## config.mk

```make
export PLATFORM = sky130hd
export DESIGN_NAME = fft_sample_framer
export DESIGN_NICKNAME = d
export VERILOG_FILES = /design/src/rtl/fft_pkg.sv /design/src/rtl/fft_frame_bank.sv /design/src/rtl/fft_sample_framer.sv
export SDC_FILE = /design/constraint.sdc
export NUM_CORES = 1
export LEC_CHECK = 0
export CAP_MARGIN = 20
export CORE_UTILIZATION = 55
export CTS_BUF_LIST = sky130_fd_sc_hd__clkbuf_8
export DETAILED_ROUTE_END_ITERATION = 10
export HOLD_SLACK_MARGIN = 0.03
export PLACE_DENSITY = 0.9
export SKIP_CTS_REPAIR_TIMING = 1
export SLEW_MARGIN = 40
export SYNTH_ARGS = -nofsm -noshare
export SYNTH_HDL_FRONTEND = slang
export SYNTH_SLANG_ARGS = --single-unit
```

## constraint.sdc

```tcl
create_clock -name clk -period 11.4 [get_ports clk]
set_input_delay 2.28 -clock clk [delete_from_list [all_inputs] [get_ports clk]]
set_output_delay 2.28 -clock clk [all_outputs]
set_load 0.02 [all_outputs]
```

## src/rtl/fft_pkg.sv

```systemverilog
// Shared FFT chain definitions: default frame geometry, sample type
// and the bit-reversal helper reused by the FFT stages.
package fft_pkg;

    localparam int SAMPLES_DEF = 4;
    localparam int WIDTH_DEF   = 32;

    typedef logic [WIDTH_DEF-1:0] sample_t;

    function automatic logic [31:0] bitrev(
        input logic [31:0] idx,
        input int          nbits
    );
        logic [31:0] r;
        r = '0;
        for (int i = 0; i < 32; i++) begin
            if (i < nbits) begin
                r[nbits-1-i] = idx[i];
            end
        end
        return r;
    endfunction

endpackage

```

## src/rtl/fft_frame_bank.sv

```systemverilog
// One SAMPLES x WIDTH register bank with indexed write and whole-bank clear.
module fft_frame_bank
    import fft_pkg::*;
#(
    parameter int SAMPLES = SAMPLES_DEF,
    parameter int WIDTH   = WIDTH_DEF,
    parameter int IW      = $clog2(SAMPLES)
) (
    input  logic             clk,
    input  logic             rst,
    input  logic             we,
    input  logic [IW-1:0]    idx,
    input  logic [WIDTH-1:0] wdata,
    input  logic             clr,
    output logic [WIDTH-1:0] data [SAMPLES-1:0]
);

    always_ff @(posedge clk or posedge rst) begin
        if (rst) begin
            for (int i = 0; i < SAMPLES; i++) begin
                data[i] <= '0;
            end
        end else if (we) begin
            data[idx] <= wdata;
        end else if (clr) begin
            for (int i = 0; i < SAMPLES; i++) begin
                data[i] <= '0;
            end
        end
    end

endmodule

```

## src/rtl/fft_sample_framer.sv

```systemverilog
// Ping-pong sample framer feeding the FFT chain.
// Optional FFT_FRAMER_BITREV_EN stores samples in bit-reversed order.
module fft_sample_framer
    import fft_pkg::*;
#(
    parameter int SAMPLES = SAMPLES_DEF,
    parameter int WIDTH   = WIDTH_DEF
) (
    input  logic             clk,
    input  logic             rst,
    input  logic [WIDTH-1:0] in_data,
    input  logic             in_valid,
    output logic             in_ready,
    input  logic             flush,
    output logic [WIDTH-1:0] frame_out [SAMPLES-1:0],
    output logic             frame_valid,
    input  logic             frame_ready,
    output logic [15:0]      frame_count
);

    localparam int IW = $clog2(SAMPLES);

    logic [IW-1:0]    fill_idx;
    logic [IW-1:0]    wr_idx;
    logic             wr_bank;
    logic             rd_bank;
    logic [1:0]       full;
    logic [1:0]       full_n;
    logic [15:0]      count;
    logic             accept;
    logic             last;
    logic             rel;
    logic [WIDTH-1:0] b0 [SAMPLES-1:0];
    logic [WIDTH-1:0] b1 [SAMPLES-1:0];

    assign in_ready    = !full[wr_bank];
    assign frame_valid = full[rd_bank];
    assign frame_count = count;

    // flush beats a same-cycle sample
    assign accept = in_valid && in_ready && !flush;
    assign last   = accept && (fill_idx == IW'(SAMPLES-1));
    assign rel    = frame_valid && frame_ready;

`ifdef FFT_FRAMER_BITREV_EN
    assign wr_idx = IW'(bitrev(32'(fill_idx), IW));
`else
    assign wr_idx = fill_idx;
`endif

    // completion and release never hit the same bank
    always_comb begin
        full_n = full;
        if (rel) full_n[rd_bank] = 1'b0;
        if (last) full_n[wr_bank] = 1'b1;
    end

    always_ff @(posedge clk or posedge rst) begin
        if (rst) begin
            fill_idx <= '0;
            wr_bank  <= 1'b0;
            rd_bank  <= 1'b0;
            full     <= '0;
            count    <= '0;
        end else begin
            full <= full_n;
            if (flush) begin
                fill_idx <= '0;
            end else if (accept) begin
                fill_idx <= fill_idx + 1'b1;
            end
            if (last) wr_bank <= ~wr_bank;
            if (rel) begin
                rd_bank <= ~rd_bank;
                count   <= count + 16'd1;
            end
        end
    end

    fft_frame_bank #(
        .SAMPLES(SAMPLES),
        .WIDTH  (WIDTH),
        .IW     (IW)
    ) u_bank0 (
        .clk  (clk),
        .rst  (rst),
        .we   (accept && !wr_bank),
        .idx  (wr_idx),
        .wdata(in_data),
        .clr  (rel && !rd_bank),
        .data (b0)
    );

    fft_frame_bank #(
        .SAMPLES(SAMPLES),
        .WIDTH  (WIDTH),
        .IW     (IW)
    ) u_bank1 (
        .clk  (clk),
        .rst  (rst),
        .we   (accept && wr_bank),
        .idx  (wr_idx),
        .wdata(in_data),
        .clr  (rel && rd_bank),
        .data (b1)
    );

    always_comb begin
        for (int i = 0; i < SAMPLES; i++) begin
            frame_out[i] = rd_bank ? b1[i] : b0[i];
        end
    end

endmodule

```

Word level (Yosys, flattened, before mapping). Cells that the tools add are included.

Flip-flop bits (word level): 278. Input bits: 37. Output and inout port bits: 146. Logic and storage cells: 69.

Add/sub/neg operators: 2. Magnitude comparators: 6. Equality and inequality tests: 1. Mux-type cells: 24. Bitwise gates (word level): 5. Reductions and logical operators: 18.

Operators by type and width (count): 128-bit two-way mux (4); 128-bit bitwise mux (2); 32-bit two-way mux (5); 32-bit demux with 2-bit select (1); 16-bit by 1-bit adder with 16-bit output, second input constant (1); 1-bit logical AND (11); 2-bit two-way mux (4); 1-bit two-way mux (6); 2-bit nonzero test (3); 1-bit zero test (4); 1-bit by 2-bit less-than comparator with 1-bit output, second input constant (2); 2-bit by 3-bit less-than comparator with 1-bit output, second input constant (1); 2-bit by 1-bit adder with 2-bit output, second input constant (1); 2-bit AND (1); 1-bit demux with 1-bit select (2); 2-bit equality test, second input constant (1); 1-bit greater-or-equal comparator, second input constant (2); 2-bit by 1-bit greater-or-equal comparator with 1-bit output, second input constant (1); 1-bit inverter (2); 2-bit inverter (1); 2-bit OR (1).

Longest topological paths before layout.
Depth after elaboration: 9. Mapped depth: 7. Mapped depth without buffers: 5.

Hierarchy. Synthesis repeated with hierarchy kept, for this count alone.

Cell total of the unflattened synthesis: 894. Area, all modules: 12293.0 um2.

By module, submodules not included: fft_frame_bank (instances 2, cells each 329, area an instance 4862.2 um2, seq. area each 3203.1 um2); fft_sample_framer (instances 1, cells each 236, area an instance 2568.7 um2, seq. area each 550.5 um2).

Worst setup path before layout. No wires, ideal clock.

Path type: register -> output. Start point: register rd_bank. End point: output frame_out[100] in the netlist's numbering. Data arrival time: 1285 ps. Required time: 9120 ps. Slack: 7835 ps. Cell stages (with the launch flop): 5. Buffers on the path: 3. Path through: dfrtp_1 > buf_4 > clkbuf_1 > buf_2 > mux2_2.

RTL lines: from (decl) (line fft_sample_framer.sv:26) `logic rd_bank;`; from (signal assigned) (line fft_sample_framer.sv:74) `rd_bank <= ~rd_bank;`; to (decl) (line fft_sample_framer.sv:15) `output logic [WIDTH-1:0] frame_out [SAMPLES-1:0],`.

==> results summary <==
In this run the number of H-tree levels came out at 2. The number of endpoints with negative hold slack in the final report came to 0. The critical path required time is 9120 ps.

Each instance of the synthesized netlist takes up on average about 9.3 µm². The number of global-route vias before repair came to 10140. The cell area after synthesis is 0.01283 mm².

The aggregate negative setup slack is 0 ps. The synthesized netlist devotes 10.20% of its cell area to compound gates. The source-to-sink clock delay at the later pin of the worst-skew pair is 540 ps.

The biggest fanout along the worst timing path came out at 56. The initial antenna violation count is 0. The run finished with clean final reports. The finished layout holds between 1500 and 2000 standard cells, fillers aside.

The startpoint-to-endpoint class of the critical path is reg2out. Counting both buffers and inverters, the worst setup path holds a total of 2. The global-route wire length before repair is around 53000 µm. The HPWL after detailed placement is 19750 µm. The total of max-cap violations is 0.

The area inside the core boundary came out at 0.02278 mm². The number of enable-type register cells in the synthesized netlist came out at 0. The final clock skew came out at 20.75 ps.

Traced cell by cell, the critical path runs through buf_4 -> mux2_2 -> clkdlybuf4s50_1. The worst stage delay on the critical path came out at 800 ps. The min-delay analysis places its worst path in the category reg2reg. The cell count after placement is between 1500 and 2000.

The relative area change from synthesis to final layout is 20.26%. Setup repair after global routing left no endpoint under its margin. The routed design could run at a clock period as short as 5341 ps. The TritonCTS clock tree is built. The synthesized netlist devotes 1.092% of its cell area to XOR and XNOR gates. The number of vias per cell came out at 5.530. The analysis attributes to cell leakage a power of between 6 and 7 nW. Counting distinct cell types in the post-synthesis netlist gives 32. The worst setup path is captured at a primary output. The slowest stage of the critical path belongs to the cell dfrtp_4. After detailed routing, the average wire length per cell comes to 17.67 µm. Leaving out fill and tap cells, the most frequent cells in the layout are nand2_1 (523), dfrtp_1 (277), clkdlybuf4s50_1 (182), o21ai_0 (136), mux2_2 (129). The fraction of the cycle the final worst path needs is 46.85%.

The normalized max-slew margin came out at 45.79%. For this run, the register share of the synthesized area comes to 54.22%. The initial standard-cell utilization of the core came out at between 50% and 60%. The number of I/O port buffers came out at 182.

The simple-gate share of the synthesized area came out at 17.26%. The worst setup path is launched from a register. The number of nets handed over by synthesis was 1424. The total CTS buffers came out at 45.

The multi-input gate area in the final layout came out at between 0.005 and 0.006 mm². Clock-pin slew was measured on the worst setup and hold paths at about 60 ps. The power density over the cells came out at between 200 and 250 mW/mm².

The clock sink total came out at 278. The die is 154.7 µm tall. The adder-cell share of the synthesized area is 0.4876%.

Among all flip-flop cells after synthesis, the most frequent one is dfrtp_1. The proportion of synthesized flip-flops having asynchronous set or reset is 100.0%. The DRC violations left came out at 0. The count of antenna diodes in the layout is 0.

The total number of yosys warnings came out at 0. The maximum number of buffers from clock root to sink is 3. Pin placement for this block handled 183 I/O pins. The fmax came out at 0.1872 GHz.

For the pin with the worst max-slew slack, the measured transition is approximately 810 ps. Leaving out fill and tap cells, the most frequent cell in the layout is nand2_1. By area, the combinational part of the netlist is dominated by simple AND/OR/NAND/NOR gates. For this block, the via count after detailed routing is 10150. The count of endpoints failing setup in the final report came out at 0.

The final wirelength is between 30000 and 40000 µm. The global placer's final weighted congestion is roughly 0.79. The endpoint arrival time on the critical path is 3060 ps. The instance count of the mapped netlist came out at 1382.

The die covers 0.02394 mm². The global-route congestion overflow total is 0. CTS placed an instance of clkbuf_8 at the clock tree root.

Before antenna repair, the detailed router went through 5 iterations. The number of storage elements in the synthesis netlist is 278. The portion of netlist area occupied by mux cells is 11.52%. The number of inserted filler cells in the final layout is ~1700. The number of nets with antenna violations after routing is 0. The die extent in x is approximately 150 µm.

The pin count of the biggest net entering global routing is 131. The max-slew violation count was 0. The final-stage net count came out at 1532. The row count came out at 55.

The share of final-layout standard cells stronger than drive strength 1 is 14.38%. The global router's overall resource usage is between 20 and 30%. The first-iteration detailed-routing DRC count came out at 660. The sequential cell area came out at 0.006960 mm². The gate family responsible for the most delay along the worst path is buffers and inverters. The maximum ir drop on the vdd rail came out at 0.0001657 V.
==> worst register-to-register path: cells and delay by family (launching register included) <==
family	cells	cell delay, ps
compound gates	1	210
buf+inv	2	1380
flops	1	800
simple gates	2	500
==> cell type report <==
class,instances,area share (%)
inverters,4,0.1784
flip-flops and latches,278,45.11
clock buffers,59,5.262
repair buffers,192,12.42
clock inverters,21,0.5838
well taps,313,2.538
multi-input cells,969,33.91
==> cell families (layout without fill, tap and decap cells) <==
family / after synthesis / in the layout
muxes: 131 / 131
buffers and inverters: 135 / 276
adders and majority gates: 5 / 5
DFF: 278 / 278
and+or+nand+nor: 557 / 557
AOI/OAI and AO/OA: 260 / 260
xor gates and xnor gates: 16 / 16
==> through the flow <==
step                power [mW]  worst slack (ps)  util (%)  hold WS, ps  instance area, µm²
global placement         2.882              6271     63.61        465.9               14490
global route             3.994              5922     67.75        512.0               15430
detailed placement       2.953              6429     63.78        469.8               14530
finish                   3.786              6059     67.75        480.9               15430
floorplan                2.346              1455         -        489.1               12830
CTS                      3.810              6014     67.75        482.1               15430
==> per-layer routing <==
metal  vias to the layer above  share of wire (%)  global-route usage (%)
met3                        88                6.1                   4.203
met4                         0                3.6                   13.25
li1                       4721                  -                       -
met2                       430                 49                   45.08
met1                      4914                 42                   36.50
met5                         -                  0                       0
==> path summary, 6_finish.rpt <==
kind | slack [ps] | from | end | depth (start not counted)
worst max register to register | 8410 | rd_bank$_DFFE_PP0N_ | u_bank0.data[52]$_DFFE_PP0P_ | 5
min in group asynchronous | 2300 | rst | u_bank0.data[83]$_DFFE_PP0P_ | 2
worst min-delay path | 480 | frame_count[15]$_DFFE_PP0N_ | frame_count[15]$_DFFE_PP0N_ | 1
worst max-delay path | 6060 | rd_bank$_DFFE_PP0N_ | frame_out[36] | 3
worst min register to register | 480 | frame_count[15]$_DFFE_PP0N_ | frame_count[15]$_DFFE_PP0N_ | 1
max in group asynchronous | 7870 | rst | u_bank0.data[105]$_DFFE_PP0P_ | 3
==> cell usage after synthesis (2+ instances only) <==
| cell | n | share of area [%] |
|---|---|---|
| inv_1 | 4 | 0.12 |
| and2_1 | 8 | 0.39 |
| nand2_1 | 523 | 15 |
| dfrtp_1 | 278 | 54 |
| mux2_2 | 129 | 11 |
| buf_2 | 83 | 3.2 |
| xor2_1 | 4 | 0.27 |
| o21ai_0 | 136 | 5.3 |
| o21ai_1 | 120 | 4.7 |
| a21o_1 | 3 | 0.18 |
| nand3_1 | 9 | 0.35 |
| nor2_1 | 3 | 0.088 |
| and3_1 | 2 | 0.097 |
| buf_4 | 16 | 0.94 |
| buf_1 | 5 | 0.15 |
| and4_1 | 2 | 0.14 |
| clkbuf_1 | 27 | 0.79 |
| xnor2_1 | 12 | 0.82 |
| ha_1 | 5 | 0.49 |
==> registers in the layout (all words and copies together), names as in the netlist <==
register and count:
rd_bank 1, wr_bank 1, u_bank0.data 128, u_bank1.data 128
fill_idx 2, frame_count 16, full 2
==> power breakdown <==
part / leakage, nW / switching [mW] / internal (mW)
Clock: 0.521 / 0.384 / 0.461
Sequential: 3.72 / 0.213 / 1.29
Combinational: 2.64 / 0.740 / 0.698
Total: 6.88 / 1.34 / 2.45
(Power assumes the default switching activity.)
==> RTL change, RTL diff (same settings) <==
Register the output `frame_count` once more, cleared by the reset; this adds one clock of latency there. The other outputs are not delayed to match.
--- a/src/rtl/fft_sample_framer.sv
+++ b/src/rtl/fft_sample_framer.sv
@@ -37,3 +37,9 @@
     assign frame_valid = full[rd_bank];
-    assign frame_count = count;
+    always_ff @(posedge clk or posedge rst) begin
+        if (rst) begin
+            frame_count <= '0;
+        end else begin
+            frame_count <= count;
+        end
+    end
 
Formal check against the unedited RTL: not equivalent (a bounded check fails within 10 cycles, from zero or initial values and one cycle with rst high).
==> RTL change against the original RTL <==
Sequential cell count grew 16. Count of clock-buffer cells in the layout increased by 1. Cell area grew 3.5%. Sequential share of layout area increased by 0.98 points. Area after synthesis increased by 3.1%. Setup slack better by 210 ps. Wire length is 7.7% higher. Power increased by 4.1%. Highest routed layer unchanged.
==> RTL change: results (changes against the original RTL) <==
Outcome
  • Status: finished clean (unchanged)

Clocking
  • Clk buf depth: 3 (unchanged)
  • Clock slew at reported path FFs: 60 ps (about the same)
  • Clk Latency, worst-skew pair: roughly 550 ps
  • Root Buffer: clkbuf_8 (unchanged)
  • CTS H-tree depth: 2 (unchanged)
  • Number of buffers created by CTS: 49 (was 45)

Place
  • Placed cells: 1776 (was 1756)
  • Pre-CTS WS: 6243 ps (was 6429 ps)
  • Routability Congestion: 0.8622 (was 0.7938)
  • DP HPWL: 21960 µm (was 19750 µm)
  • I/O Buffers: 182 (unchanged)

Detailed routing
  • Via/cell ratio: 5.576 (was 5.530)
  • First-pass DRT Iterations: 8 (was 5)
  • DR WL/cell: 18.75 µm (was 17.67 µm)
  • Final WL: 34940 µm (was 32430 µm)
  • Detailed Route Iter0 Violations: 784 (was 660)

Critical path
  • Family with the most delay on the worst path: buffers and inverters (unchanged)
  • CP Max Fanout: 70 (was 56)
  • CP max stage delay: 680 ps (was 800 ps)
  • CP arrival: 2850 ps (was 3060 ps)
  • Slowest cell on crit path: dfrtp_4 (unchanged)
  • Critical path class: register to primary output (unchanged)
  • RR Startpoint: rd_bank (unchanged)

Logic synthesis
  • Dominant cells by area after synthesis: dfrtp_1 (56%), nand2_1 (15%), mux2_2 (11%) (was dfrtp_1 (54%), nand2_1 (15%), mux2_2 (11%))
  • Sequential fraction of the synthesis area: 55.62% (was 54.22%)
  • Top cells by count, synth: nand2_1 (523), dfrtp_1 (294), o21ai_0 (135) (was nand2_1 (523), dfrtp_1 (278), o21ai_0 (136))
  • Mapped Cells: 1398 (was 1382)
  • YS warnings: 0 (unchanged)
  • Post-synth cell types: 32 (unchanged)
  • Async S/R FF share, synth: 100.0% (unchanged)

Final layout
  • Layout cells sized above 1: 14.51% (was 14.38%)
  • Antenna fix cells: 0 (unchanged)
  • Final #Nets: 1552 (was 1532)
  • Largest registers: u_bank0.data (128), u_bank1.data (128)

Worst hold path
  • HP Class: register to register (unchanged)
  • Worst hold path startpoint: count[15] (was frame_count[15])

GRT
  • First-pass GRT wire length: 54430 µm (was 52660 µm)
  • Initial antenna violation count: 0 (unchanged)
  • GRT Total Usage: 28.59% (was 27.66%)
  • Largest net degree at the start of global routing: 141 (was 131)
  • Vias in the first global route: 10044 (was 10135)

Power
  • Leakage power total: 0.007161 µW (was 0.006878 µW)
  • VDD IR max: 0.1842 mV (was 0.1657 mV)

STA
  • Slew HR: 47.89% (was 45.79%)
  • Fin Clk Skew: 12.69 ps (was 20.75 ps)
==> RTL change: metrics by stage <==
step / util, % / total power [µW] / instance area, µm²
5_1_grt: 67.84 / 4139 / 15970
6_report: 67.84 / 3943 / 15970
2_1_floorplan: - / 2409 / 13230
3_3_place_gp: 63.22 / 2944 / 14880
4_1_cts: 67.62 / 3945 / 15920
3_5_place_dp: 63.44 / 3005 / 14940
==> RTL change: cells by family after synthesis <==
logic type	count (synthesis)	synth area share, %
AO/OA/AOI/OAI	260	9.895
XOR/XNOR	16	1.059
adder cells (fa/ha/maj)	5	0.4730
buffers and inverters	135	5.033
flip-flops	294	55.62
multiplexers	131	11.17
AND/OR/NAND/NOR	557	16.74
==> RTL change: worst paths after layout <==
check	depth (start not counted)	slack, ps	to
setup / recovery	3	6270	frame_out[34]
min in group asynchronous	2	2320	u_bank1.data[65]
setup reg to reg	5	8520	u_bank0.data[92]
hold reg to reg	0	410	frame_count[15]
hold / removal	0	410	frame_count[15]
max in group asynchronous	4	7890	count[3]
==> RTL change: cell type report <==
class / instances / area, µm²
Fill cell: 1723 / 7572
Sequential cell: 294 / 7361
Multi-Input combinational cell: 969 / 5235
Timing Repair Buffer: 192 / 1964
Clock buffer: 60 / 825.8
Tap cell: 319 / 399.1
Clock inverter: 25 / 157.7
Inverter: 4 / 27.53
==> RTL change: worst register-to-register path: cells and delay by family (launching register included) <==
kind	cells	cell delay, ps
buffers and inverters	2	1230
flip-flops	1	680
AND/OR/NAND/NOR	2	680
AO/OA/AOI/OAI	1	180
==> RTL change: layer usage <==
metal  up-vias  part of all wire (%)  global-route usage (%)
met3        98                   7.6                   5.617
met2       459                    46                   43.30
met4         0                   4.2                   13.68
met5         -                     0                       0
met1      5047                    43                   39.75
li1       4785                     -                       -
==> RTL change: power by group <==
group	internal (µW)	switching, µW	total, µW
Sequential	1350	207	1560
Combinational	700	753	1450
Clock	518	411	929
